===== config.mk =====
export PLATFORM = sky130hd
export DESIGN_NAME = exc_ctrl
export DESIGN_NICKNAME = d
export VERILOG_FILES = /design/src/rtl/exc_ctrl_pkg.sv /design/src/rtl/exc_prio.sv /design/src/rtl/exc_ctrl.sv
export SDC_FILE = /design/constraint.sdc
export NUM_CORES = 1
export LEC_CHECK = 0
export CAP_MARGIN = 20
export CORE_UTILIZATION = 62
export CTS_CLUSTER_DIAMETER = 200
export DETAILED_ROUTE_END_ITERATION = 10
export DONT_BUFFER_PORTS = 1
export HOLD_SLACK_MARGIN = 0.12
export PLACE_DENSITY_LB_ADDON = 0.1
export SKIP_CTS_REPAIR_TIMING = 1
export SYNTH_ARGS = -nofsm -noshare
export SYNTH_HDL_FRONTEND = slang
export SYNTH_SLANG_ARGS = --single-unit

===== constraint.sdc =====
create_clock -name clk -period 2.25 [get_ports clk]
set_clock_uncertainty 0.1 [all_clocks]
set_input_delay 0.225 -clock clk [delete_from_list [all_inputs] [get_ports clk]]
set_output_delay 0.225 -clock clk [all_outputs]
set_load 0.02 [all_outputs]

===== src/rtl/exc_ctrl_pkg.sv =====
// Shared CP0 definitions: register numbers, masks, exception codes.
// Also carries the data-memory access size codes used by the LSU.
package exc_ctrl_pkg;

  localparam logic [4:0] CP0_SR    = 5'd12;
  localparam logic [4:0] CP0_CAUSE = 5'd13;
  localparam logic [4:0] CP0_EPC   = 5'd14;
  localparam logic [4:0] CP0_PRID  = 5'd15;

  localparam logic [31:0] SR_WMASK   = 32'h0000_FC03;
  localparam logic [31:0] PRID_VAL   = 32'h0000_4D50;
  localparam logic [31:0] VECTOR_DEF = 32'h0000_4180;

  localparam logic [1:0] DM_WORD = 2'd0;
  localparam logic [1:0] DM_HALF = 2'd1;
  localparam logic [1:0] DM_BYTE = 2'd2;

  localparam logic [4:0] EXC_INT  = 5'd0;
  localparam logic [4:0] EXC_ADEL = 5'd4;
  localparam logic [4:0] EXC_ADES = 5'd5;
  localparam logic [4:0] EXC_RI   = 5'd10;
  localparam logic [4:0] EXC_OV   = 5'd12;

  typedef enum logic {
    ST_RUN     = 1'b0,
    ST_HANDLER = 1'b1
  } exc_state_e;

endpackage


===== src/rtl/exc_prio.sv =====
// Combinational arbitration: interrupt over exception, EPC select.
module exc_prio
  import exc_ctrl_pkg::*;
(
  input  logic        valid,
  input  logic        exl,
  input  logic        int_pend,
  input  logic [4:0]  exc_code,
  input  logic [31:0] pc,
  input  logic        bd,
  output logic        req,
  output logic [4:0]  code,
  output logic [31:0] epc
);

  always_comb begin
    req  = valid & ~exl & (int_pend | (exc_code != EXC_INT));
    code = int_pend ? EXC_INT : exc_code;
    epc  = bd ? (pc - 32'd4) : pc;
  end

endmodule


===== src/rtl/exc_ctrl.sv =====
// CP0 exception controller: SR/Cause/EPC/PRId, trap entry and eret.
// EXL is the RUN/HANDLER state; Cause.IP samples the lines every cycle.
module exc_ctrl
  import exc_ctrl_pkg::*;
#(
  parameter logic [31:0] VECTOR = VECTOR_DEF
) (
  input  logic        clk,
  input  logic        reset,
  input  logic [4:0]  XC_i_ExcCode,
  input  logic [31:0] XC_i_PC,
  input  logic        XC_i_BD,
  input  logic        XC_i_Valid,
  input  logic [5:0]  XC_i_HWInt,
  input  logic        XC_i_Eret,
  input  logic        XC_i_WEnable,
  input  logic [4:0]  XC_i_WAddr,
  input  logic [31:0] XC_i_WData,
  input  logic [4:0]  XC_i_RAddr,
  output logic [31:0] XC_o_RData,
  output logic        XC_o_Req,
  output logic [31:0] XC_o_EPC,
  output logic [31:0] XC_o_Vector
);

  exc_state_e  state;
  logic [5:0]  im;
  logic        ie;
  logic        cause_bd;
  logic [5:0]  ip;
  logic [4:0]  cause_exc;
  logic [31:0] epc;

  logic        exl;
  logic        int_pend;
  logic        req;
  logic [4:0]  code;
  logic [31:0] epc_next;
  logic [31:0] sr;
  logic [31:0] cause;
  logic [31:0] sr_w;

  assign exl      = (state == ST_HANDLER);
  assign int_pend = ie & (|(XC_i_HWInt & im));
  assign sr       = {16'b0, im, 8'b0, exl, ie};
  assign cause    = {cause_bd, 15'b0, ip, 3'b0, cause_exc, 2'b0};
  assign sr_w     = XC_i_WData & SR_WMASK;

  exc_prio u_prio (
    .valid    (XC_i_Valid),
    .exl      (exl),
    .int_pend (int_pend),
    .exc_code (XC_i_ExcCode),
    .pc       (XC_i_PC),
    .bd       (XC_i_BD),
    .req      (req),
    .code     (code),
    .epc      (epc_next)
  );

  always_ff @(posedge clk or posedge reset) begin
    if (reset) begin
      state     <= ST_RUN;
      im        <= '0;
      ie        <= 1'b0;
      cause_bd  <= 1'b0;
      ip        <= '0;
      cause_exc <= '0;
      epc       <= '0;
    end else begin
      ip <= XC_i_HWInt;
      if (req) begin
        state     <= ST_HANDLER;
        cause_bd  <= XC_i_BD;
        cause_exc <= code;
        epc       <= epc_next;
      end else begin
        if (XC_i_Eret && exl)
          state <= ST_RUN;
        // an mtc0 to SR in the same cycle overrides the eret
        if (XC_i_WEnable && XC_i_WAddr == CP0_SR) begin
          im    <= sr_w[15:10];
          ie    <= sr_w[0];
          state <= exc_state_e'(sr_w[1]);
        end
        if (XC_i_WEnable && XC_i_WAddr == CP0_EPC)
          epc <= XC_i_WData;
      end
    end
  end

  always_comb begin
    XC_o_RData = '0;
    case (XC_i_RAddr)
      CP0_SR:    XC_o_RData = sr;
      CP0_CAUSE: XC_o_RData = cause;
      CP0_EPC:   XC_o_RData = epc;
      CP0_PRID:  XC_o_RData = PRID_VAL;
      default:   XC_o_RData = '0;
    endcase
  end

  assign XC_o_Req    = req;
  assign XC_o_EPC    = epc;
  assign XC_o_Vector = VECTOR;

endmodule


==> run summary, run 1 <==
Vias/cell: 5.84
Final ANT Viol Nets: 0
initial antenna violation count: 0
TritonRoute pass-1 iters: 4
clk slew on worst S/H paths: 0.09 ns
Die H: 78.1 um
Rows: 27
max-cap violations: 0
Slew Limit Fails: 0
Total Routing Usage GR: 0.260
Die Area: 6100 sq um
Critical Path AT: 2.15 ns
cells after synthesis: 391
routability cong.: 0.852
htree depth: 2
first-pass GRT wire length: 12.5 mm
DR WL/cell: 17.8 um
die width: 78.1 um
RSZ-0062 raised after global routing: false
DR vias: 3120
fraction of layout cells with a size suffix above 1: 0.108
post-synthesis register bit count: 52
Post-synth EDFFs: 0
period utilisation layout: 0.926
antenna cells: 0
nets: 553
R2R setup slack: 0.17 ns
Hold/Removal Path Class: in -> reg
Clock Sinks: 52
PortBufs: 0
dominant synthesized flop cell: dfrtp_1
final wirelength: 9.48 mm
core area: 5540 sq um
largest net degree at the start of global routing: 53
synth-to-layout area growth: 22.4%
CP Data Required Time: 2.32 ns
maximum buffer depth of the clock tree: 2
register area share after synthesis: 0.362
CP Launch Type: input port
Crit Reg-Reg Endpoint: im[3]
worst skew pair latency: 0.31 ns
post-DP HPWL: 6.15 mm
Crit Path Class: in -> reg
status: completed
Leak Pwr: 1.83 nW
Slew headroom: 0.483
final core utilization: 0.794
Final setup violation count: 0
Avg Cell Area, Syn: 9.19 sq um
total gr overflow: 0
Ports: 188
CTS tree: yes
CTS Root Cell: clkbuf_8
post-layout min period: 2.08 ns
R2R cell count: 5
Residual DRC: 0
Tightest Pin Transition: 0.776 ns
Worst Setup SP: XC_i_PC[16]
Starting Density: 0.649
Yosys cell types: 48
number of CTS-inserted buffers: 5
end point of the critical path: XC_o_EPC[21]
reg2reg start: im[5]
Crit. End Element: flop
Setup TNS: 0 ns
Synth warnings: 0
Mapped Area: 3590 sq um
final hold violation count: 0
Iteration-0 DRC Markers: 188
Async S/R FF share, synth: 1.00
vias in the first global route: 2501
Pwr Density: 618 nW/um^2
worst-path fanout max: 12
fmax: 0.480 GHz
peak supply drop: 0.000393 V
## stage by stage
stage	std cells	setup slack, ns	hold slack [ns]	total power [mW]	cell area [sq um]
after global placement	455	0.233	0.157	2.02	3590
after CTS	463	0.201	-0.168	2.59	3690
after detailed placement	455	0.215	0.157	2.04	3590
after global routing	534	0.0382	0.120	2.85	4400
after floorplan	421	0.202	0.156	1.95	3710
final	534	0.167	0.0847	2.72	4400
## worst min-delay path by stage
stage,slack (ns),cells after the start,start,endpoint
4_1_cts,-0.17,0,XC_i_HWInt[5],ip[5]
3_3_place_gp,0.16,0,XC_i_HWInt[4],ip[4]
6_report,0.08,3,XC_i_PC[22],XC_o_EPC[23]
3_5_place_dp,0.16,0,XC_i_HWInt[0],ip[0]
2_1_floorplan,0.16,0,XC_i_HWInt[0],ip[0]
5_1_grt,0.12,3,XC_i_WData[22],XC_o_EPC[22]
## placed cells by master (no fill, tap or decap), types with 3 or more instances in the layout
| cell type | Yosys | final |
|---|---|---|
| nand3_1 | 7 | 7 |
| clkbuf_8 | 0 | 6 |
| and2_1 | 17 | 17 |
| a211oi_1 | 3 | 3 |
| nand2b_1 | 3 | 3 |
| a22oi_1 | 4 | 4 |
| o21ai_1 | 16 | 16 |
| buf_4 | 32 | 14 |
| or3_1 | 6 | 6 |
| mux2i_1 | 15 | 15 |
| mux2_2 | 7 | 7 |
| nor2b_1 | 8 | 8 |
| nor4_2 | 7 | 7 |
| nor2_1 | 46 | 46 |
| inv_1 | 10 | 9 |
| mux2_1 | 23 | 23 |
| conb_1 | 2 | 32 |
| nor3_1 | 12 | 12 |
| o21ai_0 | 3 | 3 |
| nand2_1 | 15 | 15 |
| xnor2_1 | 24 | 24 |
| dlygate4sd3_1 | 0 | 71 |
| dfrtp_1 | 52 | 52 |
| a21oi_1 | 24 | 24 |
| a22o_1 | 3 | 3 |
| xor2_1 | 3 | 3 |
## layer usage
| layer | up-vias | track usage | wire length (um) |
|---|---|---|---|
| met5 | - | 0 | 0 |
| met4 | 0 | 0.0759 | 114 |
| met3 | 14 | 0.0698 | 717 |
| met2 | 156 | 0.427 | 4840 |
| met1 | 1522 | 0.336 | 3810 |
| li1 | 1428 | - | - |
## kinds of logic after synthesis
| family | after synthesis | synth area share |
|---|---|---|
| adder cells (fa/ha/maj) | 1 | 0.00348 |
| other | 2 | 0.00209 |
| buffers and inverters | 62 | 0.0999 |
| XOR/XNOR | 27 | 0.0658 |
| flip-flops | 52 | 0.362 |
| multiplexers | 45 | 0.136 |
| AO/OA/AOI/OAI | 61 | 0.0999 |
| AND/OR/NAND/NOR | 141 | 0.231 |
## critical path, stage by stage
cell	delay (ns)
nor4_1	0.48
nand4b_1	0.17
buf_4	0.24
nor4_2	0.26
xnor2_1	0.15
dlygate4sd3_1	0.56
a21oi_1	0.07
## synthesized netlist by cell type, types with 4 or more instances
library cell,number,share of area
clkbuf_1,13,0.014
nor4_2,7,0.024
xnor2_1,24,0.058
dfrtp_1,52,0.36
a22oi_1,4,0.0084
nand2_1,15,0.016
nor3_1,12,0.017
nand3_1,7,0.0097
mux2_1,23,0.072
mux2i_1,15,0.042
nor2_1,46,0.048
o21ai_1,16,0.022
buf_4,32,0.067
buf_2,5,0.0070
and2_1,17,0.030
a21oi_1,24,0.033
or3_1,6,0.010
nor2b_1,8,0.014
mux2_2,7,0.022
inv_1,10,0.010
## cell type report
class / count / area [sq um]
Clock inverter: 1 / 7.51
Timing Repair Buffer: 85 / 816
Sequential cell: 52 / 1300
Multi-Input combinational cell: 307 / 2060
Tap cell: 72 / 90.1
Inverter: 10 / 37.5
Fill cell: 378 / 1140
Clock buffer: 7 / 86.3
## registers in the layout, indices dropped and copies added (netlist names)
signal / count
exl: 1
ie: 1
XC_o_EPC: 32
cause_exc: 5
cause_bd: 1
im: 6
ip: 6
## report_power, final
| group | internal (mW) | switching (mW) |
|---|---|---|
| clock | 0.251 | 0.313 |
| combinational | 0.326 | 0.359 |
| sequential | 1.12 | 0.344 |
| total | 1.70 | 1.02 |
No activity file was read; power rests on OpenSTA's default activity.
==> inputs of run 2 (changes only) <==
- BUFFER_PORTS_ARGS: unset -> -buffer_cell sky130_fd_sc_hd__buf_4
- CORE_UTILIZATION: 62 -> 46
- CTS_CLUSTER_SIZE: unset -> 14
- DONT_BUFFER_PORTS: 1 -> unset
==> run summary, run 2 (same netlist as run 1, synthesis figures left out) <==
status: completed
number of CTS-inserted buffers: 5 (unchanged)
Tightest Pin Transition: 0.578 ns (-0.198 ns)
antenna cells: 0 (unchanged)
Setup TNS: 0 ns (unchanged)
routability cong.: 0.822 (-3.5%)
Starting Density: 0.485 (-0.164)
placed inst area: 4810 sq um (+34%)
Vias/cell: 5.11 (-12%)
cell family with most CP delay: compound AO/OA/AOI/OAI gates
htree depth: 2 (unchanged)
Final ANT Viol Nets: 0 (unchanged)
Slew Limit Fails: 0 (unchanged)
final core utilization: 0.709 (-0.0850)
Hold Slack: 0.0913 ns (+0.00662 ns)
Residual DRC: 0 (unchanged)
largest net degree at the start of global routing: 78 (+47%)
clock share of power: 0.217 (+0.010)
Total Routing Usage GR: 0.236 (-0.0238)
period utilisation layout: 0.973 (+0.0471)
Crit. End Element: output pin
CP Launch Type: flop
core area: 7410 sq um (+34%)
final hold violation count: 0 (unchanged)
CP Data Required Time: 1.92 ns (-0.40 ns)
sequential share of power: 0.402 (-0.138)
Register Area: 1300 sq um (unchanged)
Final Power: 3.17 mW (+17%)
Final setup violation count: 0 (unchanged)
Crit path buffers/inverters: 2 (unchanged)
P_int: 2.07 mW (+22%)
clk slew on worst S/H paths: 0.10 ns (about the same)
nets: 664 (+20%)
Crit Path Class: reg -> out
Finished Cell Area: 5250 sq um (+19%)
pre-CTS setup slack: 0.0660 ns (-0.149 ns)
Leak Pwr: 2.45 nW (+34%)
die width: 90.4 um (+16%)
TritonRoute pass-1 iters: 4 (unchanged)
Critical Path AT: 1.86 ns (-0.29 ns)
NetSw: 1.10 mW (+8.7%)
total gr overflow: 0 (unchanged)
DR vias: 3437 (+10%)
placed cell count: 634 (+39%)
most frequent cells in the layout: buf_4 (163), dfrtp_1 (52), nor2_1 (46)
Die Area: 8170 sq um (+34%)
Clock Sinks: 52 (unchanged)
switching share of power: 0.348 (-0.0257)
Levels on crit path: 5 (-2)
Ports: 188 (unchanged)
Comb pwr share: 0.382 (+0.130)
commonest non-fill, non-tap cell in the layout: buf_4
Non-Filler Instances: 672 (+26%)
post-DP HPWL: 7.36 mm (+20%)
CTS Root Cell: clkbuf_8
post-layout min period: 2.19 ns (+0.106 ns)
Rows: 31 (+15%)
initial antenna violation count: 0 (unchanged)
CTS tree: yes
R2R cell count: 5 (unchanged)
worst skew pair latency: 0.31 ns (about the same)
final wirelength: 10.3 mm (+8.6%)
synth-to-layout area growth: 46.2%
max-cap violations: 0 (unchanged)
FILL cells: 602 (+59%)
maximum buffer depth of the clock tree: 2 (unchanged)
Pwr Density: 604 nW/um^2 (-2.2%)
Iteration-0 DRC Markers: 112 (-40%)
hold depth: 3 (unchanged)
first-pass GRT wire length: 15.6 mm (+25%)
area occupied by multi-input gates: 2070 sq um (+0.42%)
worst-path fanout max: 39 (+27)
PortBufs: 155 (+155)
fmax: 0.457 GHz (-4.8%)
setup ws final: 0.0613 ns (-0.106 ns)
vias in the first global route: 3188 (+27%)
max reg flops: 32 (unchanged)
Slew headroom: 0.615 (+0.132)
Hold/Removal Path Class: in -> reg
peak supply drop: 0.000339 V (-14%)
cells along the critical path: a22o_1 > o31ai_4 > a31oi_4 > buf_12 > buf_4
Die H: 90.4 um (+16%)
DR WL/cell: 15.3 um (-14%)
CP max stage delay: 0.40 ns (-0.16 ns)
fraction of layout cells with a size suffix above 1: 0.356 (+0.248)
crit path max-delay cell type: dfrtp_1
==> run 2: metal layers <==
metal / part of all wire / vias to the layer above / wire [um] / track usage
met5: 0 / - / 0 / 0
li1: - / 1644 / - / -
met1: 0.43 / 1629 / 4410 / 0.306
met2: 0.49 / 158 / 5050 / 0.406
met3: 0.075 / 6 / 775 / 0.0522
met4: 0.0057 / 0 / 59 / 0.0457
==> run 2: layout make-up <==
type | count | share of cell area
multi-input combinational | 307 | 0.394
clock buffer | 6 | 0.0157
clock inverter | 2 | 0.00738
inverter | 10 | 0.00715
sequential | 52 | 0.248
timing repair buffer | 196 | 0.304
tap | 99 | 0.0236
==> run 2: worst paths after layout <==
path	end	from	slack, ns
max in group asynchronous	XC_o_EPC[5]	reset	1.12
max	XC_o_Req	im[1]	0.06
min reg2reg	cause_bd	cause_bd	0.40
max reg2reg	im[1]	im[1]	0.17
min in group asynchronous	XC_o_EPC[16]	reset	0.39
min	XC_o_EPC[7]	XC_i_WData[7]	0.09
==> run 2: power by group through the flow <==
stage	combinational, mW	clock [mW]	sequential, mW
after detailed placement	1.15	0	1.29
after CTS	1.15	0.692	1.27
after global routing	1.31	0.731	1.30
after floorplan	0.527	0	1.42
after global placement	1.13	0	1.28
final	1.21	0.687	1.27
==> run 2: worst register-to-register path, cell delays in order (launching register included) <==
cell     delay, ns
dfrtp_1       0.40
a22o_1        0.25
o31ai_4       0.31
a31oi_4       0.17
nor2_2        0.36
mux2_1        0.37
